## src/rtl/clkdiv_multi.sv

```systemverilog
// Multi-channel programmable clock divider / clock-enable generator with toggle and pulse modes.
// Define CLKDIV_PHASE_EN to add a per-channel start offset (phase) loaded on rst/sync.
module clkdiv_multi #(
    parameter int NUM_CH = 4,
    parameter int N_BIT  = 16
) (
    input  logic                    clk,
    input  logic                    rst,
    input  logic [NUM_CH-1:0]       enable,
    input  logic [NUM_CH-1:0]       mode,
    input  logic [NUM_CH*N_BIT-1:0] div_n,
    input  logic                    sync,
`ifdef CLKDIV_PHASE_EN
    input  logic [NUM_CH*N_BIT-1:0] phase,
`endif
    output logic [NUM_CH-1:0]       clk_div,
    output logic [NUM_CH-1:0]       tick_rise,
    output logic [NUM_CH-1:0]       tick_fall
);

    for (genvar i = 0; i < NUM_CH; i++) begin : g_ch
        logic [N_BIT-1:0] cnt;
        logic [N_BIT-1:0] n_act;
        logic             div;
        logic             m_act;
        logic             rise_q;
        logic             fall_q;

        logic [N_BIT-1:0] n_in;
        logic             mode_in;
        logic [N_BIT-1:0] start_cnt;

        logic [N_BIT-1:0] cnt_nxt;
        logic [N_BIT-1:0] n_nxt;
        logic             div_nxt;
        logic             m_nxt;
        logic             rise_nxt;
        logic             fall_nxt;

        assign n_in    = div_n[i*N_BIT +: N_BIT];
        assign mode_in = mode[i];

`ifdef CLKDIV_PHASE_EN
        logic [N_BIT-1:0] ph_in;
        assign ph_in     = phase[i*N_BIT +: N_BIT];
        assign start_cnt = (ph_in > n_in) ? n_in : ph_in;
`else
        assign start_cnt = '0;
`endif

        // Terminal count uses >= so a shadow reloaded lower while disabled can never make cnt wrap.
        always_comb begin
            cnt_nxt  = cnt;
            n_nxt    = n_act;
            div_nxt  = div;
            m_nxt    = m_act;
            rise_nxt = 1'b0;
            fall_nxt = 1'b0;
            if (sync) begin
                cnt_nxt = start_cnt;
                div_nxt = 1'b0;
                n_nxt   = n_in;
                m_nxt   = mode_in;
            end else if (!enable[i]) begin
                n_nxt = n_in;
                m_nxt = mode_in;
            end else if (cnt >= n_act) begin
                cnt_nxt = '0;
                n_nxt   = n_in;
                m_nxt   = mode_in;
                div_nxt = mode_in ? 1'b1 : ~div;
            end else begin
                cnt_nxt = cnt + 1'b1;
                if (m_act) begin
                    div_nxt = 1'b0;
                end
            end
            if (!sync) begin
                rise_nxt = div_nxt & ~div;
                fall_nxt = ~div_nxt & div;
            end
        end

        always_ff @(posedge clk) begin
            if (rst) begin
                cnt    <= start_cnt;
                n_act  <= n_in;
                div    <= 1'b0;
                m_act  <= mode_in;
                rise_q <= 1'b0;
                fall_q <= 1'b0;
            end else begin
                cnt    <= cnt_nxt;
                n_act  <= n_nxt;
                div    <= div_nxt;
                m_act  <= m_nxt;
                rise_q <= rise_nxt;
                fall_q <= fall_nxt;
            end
        end

        assign clk_div[i]   = div;
        assign tick_rise[i] = rise_q;
        assign tick_fall[i] = fall_q;
    end

endmodule

```

## config.mk

```make
export PLATFORM = sky130hd
export DESIGN_NAME = clkdiv_multi
export DESIGN_NICKNAME = d
export VERILOG_FILES = /design/src/rtl/clkdiv_multi.sv
export SDC_FILE = /design/constraint.sdc
export NUM_CORES = 1
export LEC_CHECK = 0
export CORE_UTILIZATION = 58
export DETAILED_ROUTE_END_ITERATION = 12
export MAX_ROUTING_LAYER = met4
export PLACE_DENSITY_LB_ADDON = 0.15
export SLEW_MARGIN = 0
export SYNTH_ARGS = -nofsm -noshare
export SYNTH_HDL_FRONTEND = slang
export SYNTH_SLANG_ARGS = --single-unit
export TNS_END_PERCENT = 5
```

## constraint.sdc

```tcl
create_clock -name clk -period 7.1 [get_ports clk]
set_input_delay 1.065 -clock clk [delete_from_list [all_inputs] [get_ports clk]]
set_output_delay 1.065 -clock clk [all_outputs]
set_load 0.05 [all_outputs]
```

Word-level counts from Yosys, hierarchy flattened
Cells that the tools add are included.
- bits in registers: 144
- bits of input ports: 75
- output and inout port bits: 12
- word-level logic and storage cells: 109
- add/sub/neg operators: 4
- $lt $le $gt $ge: 4
- equal/unequal tests: 4
- multiplexer cells: 56
- bitwise logic cells: 16
- reductions and logical operators: 1
- operators by type and width (cell ; count):
    $mux W16 ; 20
    $add A16 B1 Y16 const B ; 4
    $ge A16 B16 Y1 ; 4
    $mux W1 ; 36
    $ne A4 B2 Y1 const B ; 4
    $and A1 B1 Y1 ; 8
    $not A1 Y1 ; 8
    $reduce_or A2 Y1 ; 1

Depth between registers and ports, before layout
Gate-level depths: netlist (run 1).
- depth after elaboration: 7
- gate-level depth with buffers: 8

Worst setup path before layout (run 1)
OpenSTA, ideal clock, no wires.
- kind: input-to-reg
- start point: input port rst
- end point: register g_ch[1].m_act (enable)
- library setup time: 0.425 ns
- arrival time: 2.085 ns
- path slack: 4.590 ns
- stages on the path: 3
- buffers on the path: 1
- cell sequence: nor2_1 > clkbuf_1 > nand3_1
- cells in the longest elaborated chain, start to end: 1
- ends and longest elaborated chain (item ; RTL line ; text):
    start: declaration ; 8 ; input logic rst,
    $ne A4 B2 Y1 (no source line) ; - ;
    end signal: assignment ; 89 ; m_act <= mode_in;
    end signal: assignment ; 96 ; m_act <= m_nxt;
    end: declaration ; 25 ; logic m_act;
No other way between the ends.
A chain may end at the register's enable or synchronous reset.

Final worst setup path (run 1)
- start point: input port rst
- end point: register g_ch[3].n_act[15] (enable)
- cells in the longest elaborated chain, start to end: 1
- ends and longest elaborated chain (item ; RTL line ; text):
    $ne A4 B2 Y1 (no source line) ; - ;
    end signal: assignment ; 87 ; n_act <= n_in;
    end signal: assignment ; 94 ; n_act <= n_nxt;
    end: declaration ; 23 ; logic [N_BIT-1:0] n_act;
No other way between the ends.

==> results.md, run 1 <==
- Critical Path Start Type: primary input
- Die height: 113 um
- DPL Wire Length: 9620 um
- CTS buffer count: 17
- Leading area contributor after synthesis: edfxtp_1
- I/O Pins: 87
- Syn Nets: 845
- Crit path time final: 3.20 ns
- GRT overflow: 0
- # Max-Cap Violations: 0
- First-pass GRT wire length: 23,300 um
- Hold crit path type: reg2reg
- Register clock-pin slew on the reported worst setup and hold paths: 0.05 ns
- Row cnt: 40
- Critical setup path kind: in2reg
- Syn avg cell area: 10.2 um^2
- CP Cell Sequence: clkdlybuf4s50_1 -> nor2_1 -> nand3_1
- Crit path required time: 7.01 ns
- Max-slew violation count: 0
- Relative slew margins: 24.1%
- Worst EP arrival: 3.12 ns
- Number of diodes: 0
- Iteration count of the initial detailed-routing pass: 6
- Reg power frac: 47.0%
- Post-Syn Area: 7180 um^2
- Fin crit share: 45.1%
- Clock power share: 47.3%
- Die X: 113 um
- Total Wirelength: 13,800 um
- Gr busiest metal: met2
- Leakage: 3.48 nW
- Top post-synthesis cells by area: edfxtp_1 (28%), dfxtp_1 (21%), ha_1 (12%), xor2_1 (4.8%), inv_1 (3.9%)
- Unique masters post-synth: 47
- Min Hold Slack: 0.512 ns
- List of most frequent post-synthesis cells: dfxtp_1 (76), inv_1 (74), edfxtp_1 (68), ha_1 (68), nor3_1 (52)
- Post-route ant nets: 0
- DR vias/cell: 5.48
- Final setup vio count: 0
- Largest net degree at the start of global routing: 67
- Slowest-stage cell, CP: nand3_1
- Maximum clock rate: 312 MHz
- Antenna violations before repair: 0
- Worst-Margin Slew: 1.14 ns
- RePlAce Congestion: 0.841
- CP Max Fanout: 17
- CP Buf/Inv Count: 1
- Layout cells sized above 1: 4.44%
- GR Util met2: 39.9%
- Sequential share of the synthesized area: 49.6%
- Switching part of the total: 20.5%
- Crit end category: flip-flop
- Comb power frac: 5.7%
- Clock Skews: 0.00710 ns
- GR Util met3: 7.12%
- Layout area overhead: 21.1%
- Register bit total from synthesis: 144
- Root buf cell: clkbuf_16
- CTS resizes: 0
- Yosys top cell area share: 28.4%
- Worst-case clock buffer depth: 2
- Final TNS setup: 0 ns
- Yosys warns: 0
- # fillers: 884
- CTS tree: done
- Initial Util: 59.5%
- CP max stage delay: 0.87 ns
- Post-route DRC: 0
- Post-CTS Hold Buffers: 0
- Async set-reset flop share out of synthesis: 0%
- Clk Latency, worst-skew pair: 0.42 ns
- Total Routing Usage GR: 24.0%
- Post-layout nets: 918
- DR iter-0 viols: 348
- PortBufs: 86
- Vias in the first global route: 5,140
- Met1 Usage GRT: 28.0%
- Most used DFF post-synth: dfxtp_1
- Vias: 5,243
- Number of synthesized flops with an enable pin: 68
- CORE AREA: 12,100 um^2
- H-tree Lvls: 4
- Gate Count Post-Synth: 702
- RSZ-0062 raised after global routing: no
- Delay-heaviest family, CP: simple AND/OR/NAND/NOR gates
- Max VDD drop: 0.000221 V
- P_sw: 0.396 mW
- Die footprint: 12,800 um^2
- Outcome: finished clean
- Pwr/cell area: 222 nW/um^2
- Post-CTS Setup Bufs: 0
- Routed wire per std cell: 14.5 um
- CTS sink cnt: 144
- Final hold vios: 0
- Top-count cell post-synth: dfxtp_1
- Int Pwr: 1.53 mW
[power by group through the flow]
stage	sequential [mW]	clock, mW	combinational, mW
CTS	0.908	0.926	0.111
finish	0.908	0.912	0.110
floorplan	0.923	0	0.0527
global route	0.910	0.966	0.123
global placement	0.925	0	0.103
detailed placement	0.925	0	0.109
[cell type report]
type	instances	area [um^2]	area share (%)
Clock buffer	24	514	5.92
Clock inverter	8	100	1.15
Inverter	74	278	3.20
Multi-Input combinational cell	451	3160	36.3
Sequential cell	144	3560	41.0
Tap cell	168	210	2.42
Timing Repair Buffer	87	868	9.99
[layout by cell type, fill, tap and decap left out, types with 4 or more instances in the layout]
| cell | netlist | layout |
|---|---|---|
| and4_1 | 4 | 4 |
| nand3_1 | 22 | 22 |
| a21oi_1 | 38 | 38 |
| and3_1 | 13 | 13 |
| nor2_1 | 22 | 22 |
| nand2_1 | 48 | 48 |
| clkbuf_16 | 0 | 19 |
| xor2_1 | 39 | 39 |
| inv_1 | 74 | 74 |
| o211ai_1 | 4 | 4 |
| xnor2_1 | 16 | 16 |
| a211oi_1 | 18 | 18 |
| nand2b_1 | 12 | 12 |
| clkdlybuf4s50_1 | 0 | 86 |
| o21ai_0 | 18 | 18 |
| dfxtp_1 | 76 | 76 |
| nand4_1 | 33 | 33 |
| ha_1 | 68 | 68 |
| and2_1 | 4 | 4 |
| nor3_1 | 52 | 52 |
| edfxtp_1 | 68 | 68 |
[stage by stage]
step                      power, mW  setup slack [ns]  instance area, um^2  utilization [%]  cells
after global placement         1.03              3.50                 8080             67.0    924
after floorplan               0.975              4.59                 7180                -    702
after global routing           2.00              3.60                 8690             72.1    956
after CTS                      1.94              3.83                 8690             72.1    956
after detailed placement       1.03              3.38                 8080             67.0    924
final                          1.93              3.90                 8690             72.1    956
[per-layer routing]
metal / up-vias / wire length, um
met5: - / 0
met1: 2465 / 6150
met4: 0 / 165
li1: 2638 / -
met2: 123 / 6870
met3: 17 / 645
[cell families after synthesis]
logic type,Yosys count,share of synthesized area (%)
xor gates and xnor gates,55,6.71
AOI/OAI and AO/OA,103,9.29
DFF,144,49.6
buffers and inverters,107,6.38
and+or+nand+nor,225,16.1
adders and majority gates,68,11.9
[sequential cells by signal, summed over array words and instances, names as in the netlist]
signal and flops:
g_ch.cnt 64, g_ch.div 4, g_ch.fall_q 4, g_ch.m_act 4
g_ch.n_act 64, g_ch.rise_q 4
[worst paths after layout]
path	from	endpoint	slack, ns	cells after the start
worst max-delay path	rst	g_ch[3].n_act[15]	3.90	3
worst min register to register	g_ch[3].cnt[0]	g_ch[3].cnt[0]	0.51	2
worst min-delay path	g_ch[3].cnt[0]	g_ch[3].cnt[0]	0.51	2
worst max register to register	g_ch[0].cnt[0]	g_ch[0].n_act[9]	4.04	7
[worst reg2reg max path, delay by kind of cell (launching register included)]
family | cells | cell delay, ns
adders and majority gates | 1 | 0.28
and+or+nand+nor | 3 | 0.97
AOI/OAI and AO/OA | 2 | 0.86
DFF | 1 | 0.37
buffers and inverters | 1 | 0.08
Note: power is estimated with default switching activity, not from simulation.
==> run 2, diff against run 1 <==
--- a/config.mk
+++ b/config.mk
@@ -5,7 +5,7 @@
 export SDC_FILE = /design/constraint.sdc
 export NUM_CORES = 1
 export LEC_CHECK = 0
-export CORE_UTILIZATION = 58
+export CORE_UTILIZATION = 56
 export DETAILED_ROUTE_END_ITERATION = 12
 export MAX_ROUTING_LAYER = met4
 export PLACE_DENSITY_LB_ADDON = 0.15
==> constraint.sdc (replaced) <==
create_clock -name clk -period 3.05 [get_ports clk]
set_input_delay 0.4575 -clock clk [delete_from_list [all_inputs] [get_ports clk]]
set_output_delay 0.4575 -clock clk [all_outputs]
set_load 0.05 [all_outputs]
==> results.md, run 2 (synthesis results as in run 1) <==
- Outcome: finished clean
- CTS tree: done
- Iteration count of the initial detailed-routing pass: 5 (-1)
- # Max-Cap Violations: 0 (unchanged)
- Final hold vios: 0 (unchanged)
- Total power: 4.35 mW (+130%)
- Critical setup path kind: reg2reg
- Total Wirelength: 14,300 um (+3.5%)
- Worst hold start: g_ch[3].div
- Row cnt: 40 (unchanged)
- DR iter-0 viols: 307 (-12%)
- Post-route ant nets: 0 (unchanged)
- RePlAce Congestion: 0.818 (-2.7%)
- Switching part of the total: 20.4% (-0.12 points)
- Reg-to-reg critical path startpoint: g_ch[2].cnt[2]
- CTS buffer count: 17 (unchanged)
- CTS resizes: 0 (unchanged)
- Min Hold Slack: 0.503 ns (-0.00915 ns)
- Routed wire per std cell: 14.8 um (+2.4%)
- Root buf cell: clkbuf_16
- CTS sink cnt: 144 (unchanged)
- Critical Path Start: g_ch[2].cnt[2]
- Leakage: 3.50 nW (+0.81%)
- Layout cells sized above 1: 5.01% (+0.57 points)
- Total Routing Usage GR: 24.0% (-0.031 points)
- CP max stage delay: 0.46 ns (-0.41 ns)
- First-pass GRT wire length: 23,900 um (+2.3%)
- Crit path required time: 3.05 ns (-3.96 ns)
- Largest net degree at the start of global routing: 36 (-46%)
- PortBufs: 86 (unchanged)
- Cells after DPL: 934 (+1.1%)
- Crit end category: flip-flop
- Post-CTS Setup Bufs: 0 (unchanged)
- Layout area overhead: 21.5%
- CP Cell Sequence: ha_1 -> a211oi_1 -> o21ai_0 -> a41oi_2 -> o21a_1 -> nand2_1
- Critical Path Start Type: flip-flop
- Clk Latency, worst-skew pair: 0.42 ns (about the same)
- I/O Pins: 87 (unchanged)
- Vias: 5,322 (+1.5%)
- Post-route DRC: 0 (unchanged)
- DR vias/cell: 5.51 (+0.46%)
- Worst EP arrival: 2.57 ns (-0.55 ns)
- Most frequent cells in the layout: clkdlybuf4s50_1 (86), dfxtp_1 (76), inv_1 (74)
- Reg power frac: 48.6% (+1.6 points)
- Most common cell after layout, fill and taps aside: clkdlybuf4s50_1
- Comb power frac: 6.0% (+0.3 points)
- CP Max Fanout: 17 (unchanged)
- Die footprint: 13,300 um^2 (+3.5%)
- Non-Filler Instances: 966 (+1.0%)
- Max VDD drop: 0.000300 V (+35%)
- Antenna violations before repair: 0 (unchanged)
- Initial Util: 58.6% (-0.97 points)
- Die height: 115 um (+1.7%)
- Relative slew margins: 49.0% (+25 points)
- Post-route cell area: 8720 um^2 (+0.36%)
- Post-CTS Hold Buffers: 0 (unchanged)
- Worst-Margin Slew: 0.765 ns (-0.371 ns)
- DPL Wire Length: 10,100 um (+5.3%)
- CORE AREA: 12,300 um^2 (+1.7%)
- Hold crit path type: reg2reg
- Final TNS setup: 0 ns (unchanged)
- Clock power share: 45.4% (-1.9 points)
- Maximum clock rate: 389 MHz
- GRT overflow: 0 (unchanged)
- Post-layout nets: 928 (+1.1%)
- Final setup vio count: 0 (unchanged)
- Vias in the first global route: 5,265 (+2.4%)
- Worst-case clock buffer depth: 2 (unchanged)
- Register clock-pin slew on the reported worst setup and hold paths: 0.06 ns (about the same)
- Clock Skews: 0.00561 ns (-0.00150 ns)
- P_sw: 0.886 mW (+120%)
- Die X: 115 um (+1.7%)
- Int Pwr: 3.46 mW (+130%)
- DP Area: 8170 um^2 (+1.1%)
- H-tree Lvls: 4 (unchanged)
- Number of diodes: 0 (unchanged)
- Max-slew violation count: 0 (unchanged)
- Top flop regs: g_ch.cnt: 64 flops, g_ch.n_act: 64 flops
- Slowest-stage cell, CP: nand2_1
- Pwr/cell area: 499 nW/um^2 (+120%)
- RSZ-0062 raised after global routing: no
- Crit path time final: 2.57 ns
- Fin crit share: 84.3%
==> run 2: final timing paths <==
check / to / cells after the start / slack (ns)
setup / recovery: g_ch[2].n_act[12] / 6 / 0.48
hold / removal: g_ch[3].rise_q / 1 / 0.50
setup reg to reg: g_ch[2].n_act[12] / 6 / 0.48
hold reg to reg: g_ch[3].rise_q / 1 / 0.50
==> run 2: routing by layer <==
metal  routed length [um]  share of wire, %  GRT usage [%]
met3                  651               4.5           4.59
met2                 7080                49           40.0
met1                 6250                44           27.8
met5                    0                 0              -
met4                  337               2.4           11.5
==> run 2: area by class of cell <==
class	count	area, um^2
flip-flops and latches	144	3560
fillers	912	3540
multi-input cells	451	3160
repair buffers	97	956
clock buffers	23	468
inverters	74	278
well taps	168	210
clock inverters	9	90.1
==> run 2: power groups by stage <==
| stage | sequential, mW | clock [mW] | combinational [mW] |
|---|---|---|---|
| 2_1_floorplan | 2.15 | 0 | 0.123 |
| 3_3_place_gp | 2.15 | 0 | 0.250 |
| 3_5_place_dp | 2.15 | 0 | 0.262 |
| 4_1_cts | 2.11 | 1.99 | 0.266 |
| 5_1_grt | 2.12 | 2.07 | 0.297 |
| 6_report | 2.11 | 1.97 | 0.263 |
==> run 2: stage by stage <==
step,setup WS [ns],util [%]
6_report,0.478,71.1
3_3_place_gp,0.556,66.6
4_1_cts,0.462,71.1
5_1_grt,0.227,71.1
3_5_place_dp,0.496,66.6
2_1_floorplan,0.607,-
==> run 2: critical path, delay by kind of cell, from the launching register on <==
| kind | cells | cell delay (ns) |
|---|---|---|
| compound gates | 4 | 0.97 |
| simple gates | 1 | 0.46 |
| flops | 1 | 0.43 |
| fa+ha+maj | 1 | 0.28 |
==> run 3, diff against run 2 <==
==> constraint.sdc (replaced) <==
create_clock -name clk -period 2.5 [get_ports clk]
set_input_delay 0.375 -clock clk [delete_from_list [all_inputs] [get_ports clk]]
set_output_delay 0.375 -clock clk [all_outputs]
set_load 0.05 [all_outputs]
==> results.md, run 3 (synthesis results as in run 1) <==
- Outcome: finished clean
- DR iter-0 viols: 407 (+33%)
- Most frequent cells in the layout: clkdlybuf4s50_1 (86), dfxtp_1 (76), inv_1 (74)
- CP Cell Sequence: inv_1 -> ha_1 -> nand4_1 -> or3_4 -> o32ai_2 -> nor2_1 -> nand3_1 -> buf_4
- Largest net degree at the start of global routing: 40 (+11%)
- Max VDD drop: 0.000522 V (+74%)
- Die height: 115 um (unchanged)
- Die footprint: 13,300 um^2 (unchanged)
- Clock Skews: 0.00644 ns (+0.000835 ns)
- DR vias/cell: 5.55 (+0.70%)
- Comb power frac: 6.3% (+0.3 points)
- Row cnt: 40 (unchanged)
- Worst-Margin Slew: 0.632 ns (-0.132 ns)
- Max-slew violation count: 0 (unchanged)
- Hold crit path type: in2reg
- GRT overflow: 0 (unchanged)
- First-pass GRT wire length: 24,300 um (+1.8%)
- Worst EP arrival: 2.54 ns (-0.03 ns)
- Switching part of the total: 20.5% (+0.077 points)
- Leakage: 3.53 nW (+0.84%)
- Final setup vio count: 0 (unchanged)
- Initial Util: 58.6% (unchanged)
- Fin crit share: 96.7% (+12 points)
- Clk Latency, worst-skew pair: 0.42 ns (about the same)
- Final Util: 71.9% (+0.72 points)
- Routed wire per std cell: 15.0 um (+1.4%)
- Most common cell after layout, fill and taps aside: clkdlybuf4s50_1
- Critical setup path kind: reg2reg
- CORE AREA: 12,300 um^2 (unchanged)
- Layout area overhead: 22.7%
- Post-layout nets: 933 (+0.54%)
- Maximum clock rate: 413 MHz (+6.3%)
- Clock power share: 44.8% (-0.6 points)
- Total Wirelength: 14,600 um (+2.0%)
- RePlAce Congestion: 0.852 (+4.1%)
- Slowest-stage cell, CP: or3_4
- Die X: 115 um (unchanged)
- I/O Pins: 87 (unchanged)
- CP max stage delay: 0.45 ns (about the same)
- # Max-Cap Violations: 0 (unchanged)
- Number of diodes: 0 (unchanged)
- DPL Wire Length: 10,700 um (+5.2%)
- Final hold vios: 0 (unchanged)
- Total Routing Usage GR: 24.6% (+0.60 points)
- CP Max Fanout: 9 (-8)
- Crit end category: flip-flop
- Pwr/cell area: 599 nW/um^2 (+20%)
- Vias in the first global route: 5,353 (+1.7%)
- Crit path required time: 2.62 ns (-0.43 ns)
- Int Pwr: 4.20 mW (+21%)
- Root buf cell: clkbuf_16
- Crit path time final: 2.42 ns (-0.153 ns)
- Place WS: -0.00573 ns (-0.502 ns)
- Relative slew margins: 57.6% (+8.6 points)
- P_sw: 1.08 mW (+22%)
- CTS buffer count: 17 (unchanged)
- Reg power frac: 48.8% (+0.2 points)
- CTS sink cnt: 144 (unchanged)
- H-tree Lvls: 4 (unchanged)
- Post-route ant nets: 0 (unchanged)
- CTS tree: done
- Layout cells sized above 1: 6.60% (+1.6 points)
- Worst-case clock buffer depth: 2 (unchanged)
- Vias: 5,387 (+1.2%)
- Top flop regs: g_ch.cnt: 64 flops, g_ch.n_act: 64 flops
- RSZ-0062 raised after global routing: yes
- Critical Path Start Type: flip-flop
- Post-CTS Setup Bufs: 0 (unchanged)
- Setup slack after layout: 0.0813 ns (-0.397 ns)
- Iteration count of the initial detailed-routing pass: 5 (unchanged)
- Post-route DRC: 0 (unchanged)
- Antenna violations before repair: 0 (unchanged)
- PortBufs: 86 (unchanged)
- Register clock-pin slew on the reported worst setup and hold paths: 0.06 ns (about the same)
run 3: power groups by stage:
| stage | Combinational, mW | Sequential (mW) | Clock (mW) |
|---|---|---|---|
| final | 0.333 | 2.58 | 2.37 |
| after global routing | 0.372 | 2.58 | 2.52 |
| after CTS | 0.333 | 2.58 | 2.40 |
| after detailed placement | 0.328 | 2.63 | 0 |
| after global placement | 0.313 | 2.62 | 0 |
| after floorplan | 0.150 | 2.62 | 0 |
run 3: worst paths after layout:
check | end | startpoint | slack (ns) | depth (start not counted)
setup reg to reg | g_ch[0].m_act | g_ch[0].n_act[13] | 0.08 | 8
setup / recovery | g_ch[0].m_act | g_ch[0].n_act[13] | 0.08 | 8
hold / removal | g_ch[0].n_act[8] | div_n[8] | 0.51 | 1
hold reg to reg | g_ch[0].cnt[0] | g_ch[0].cnt[0] | 0.51 | 2
run 3: stage by stage:
step	TNS (ns)	hold WS [ns]	cells	power, mW	cell area, um^2
after detailed placement	-0.0474	0.506	939	2.96	8220
after global routing	-0.264	0.487	971	5.48	8810
final	0	0.508	971	5.28	8810
after CTS	0	0.494	971	5.31	8780
after floorplan	0	0.458	702	2.77	7180
after global placement	0	0.490	939	2.94	8220
run 3: critical path: cells and delay by family, from the launching register on:
kind	cells	cell delay, ns
adders and majority gates	1	0.32
buffers and inverters	2	0.25
DFF	1	0.32
and+or+nand+nor	4	0.87
AOI/OAI and AO/OA	1	0.37
run 3: layout make-up:
| class | count | area (um^2) |
|---|---|---|
| Clock buffer | 26 | 499 |
| Clock inverter | 6 | 56.3 |
| Fill cell | 912 | 3450 |
| Inverter | 74 | 278 |
| Multi-Input combinational cell | 451 | 3200 |
| Sequential cell | 144 | 3560 |
| Tap cell | 168 | 210 |
| Timing Repair Buffer | 102 | 1010 |
run 3: layer usage:
layer  share of wire, %  global-route usage [%]  vias to the layer above
met5                  0                       -                        -
met4                1.3                    7.88                        0
met3                5.1                    6.91                       19
met2                 50                    41.7                      158
met1                 43                    28.1                     2532
li1                   -                       -                     2678
run 3: repair_timing:
| item | CTS | global route |
|---|---|---|
| endpoints found under the hold margin | 0 | 0 |
| hold buffers | 0 | 0 |
| pin swaps | 0 | 2 |
| endpoints found under the setup margin | 17 | 73 |
| gates resized for setup | 2 | 6 |
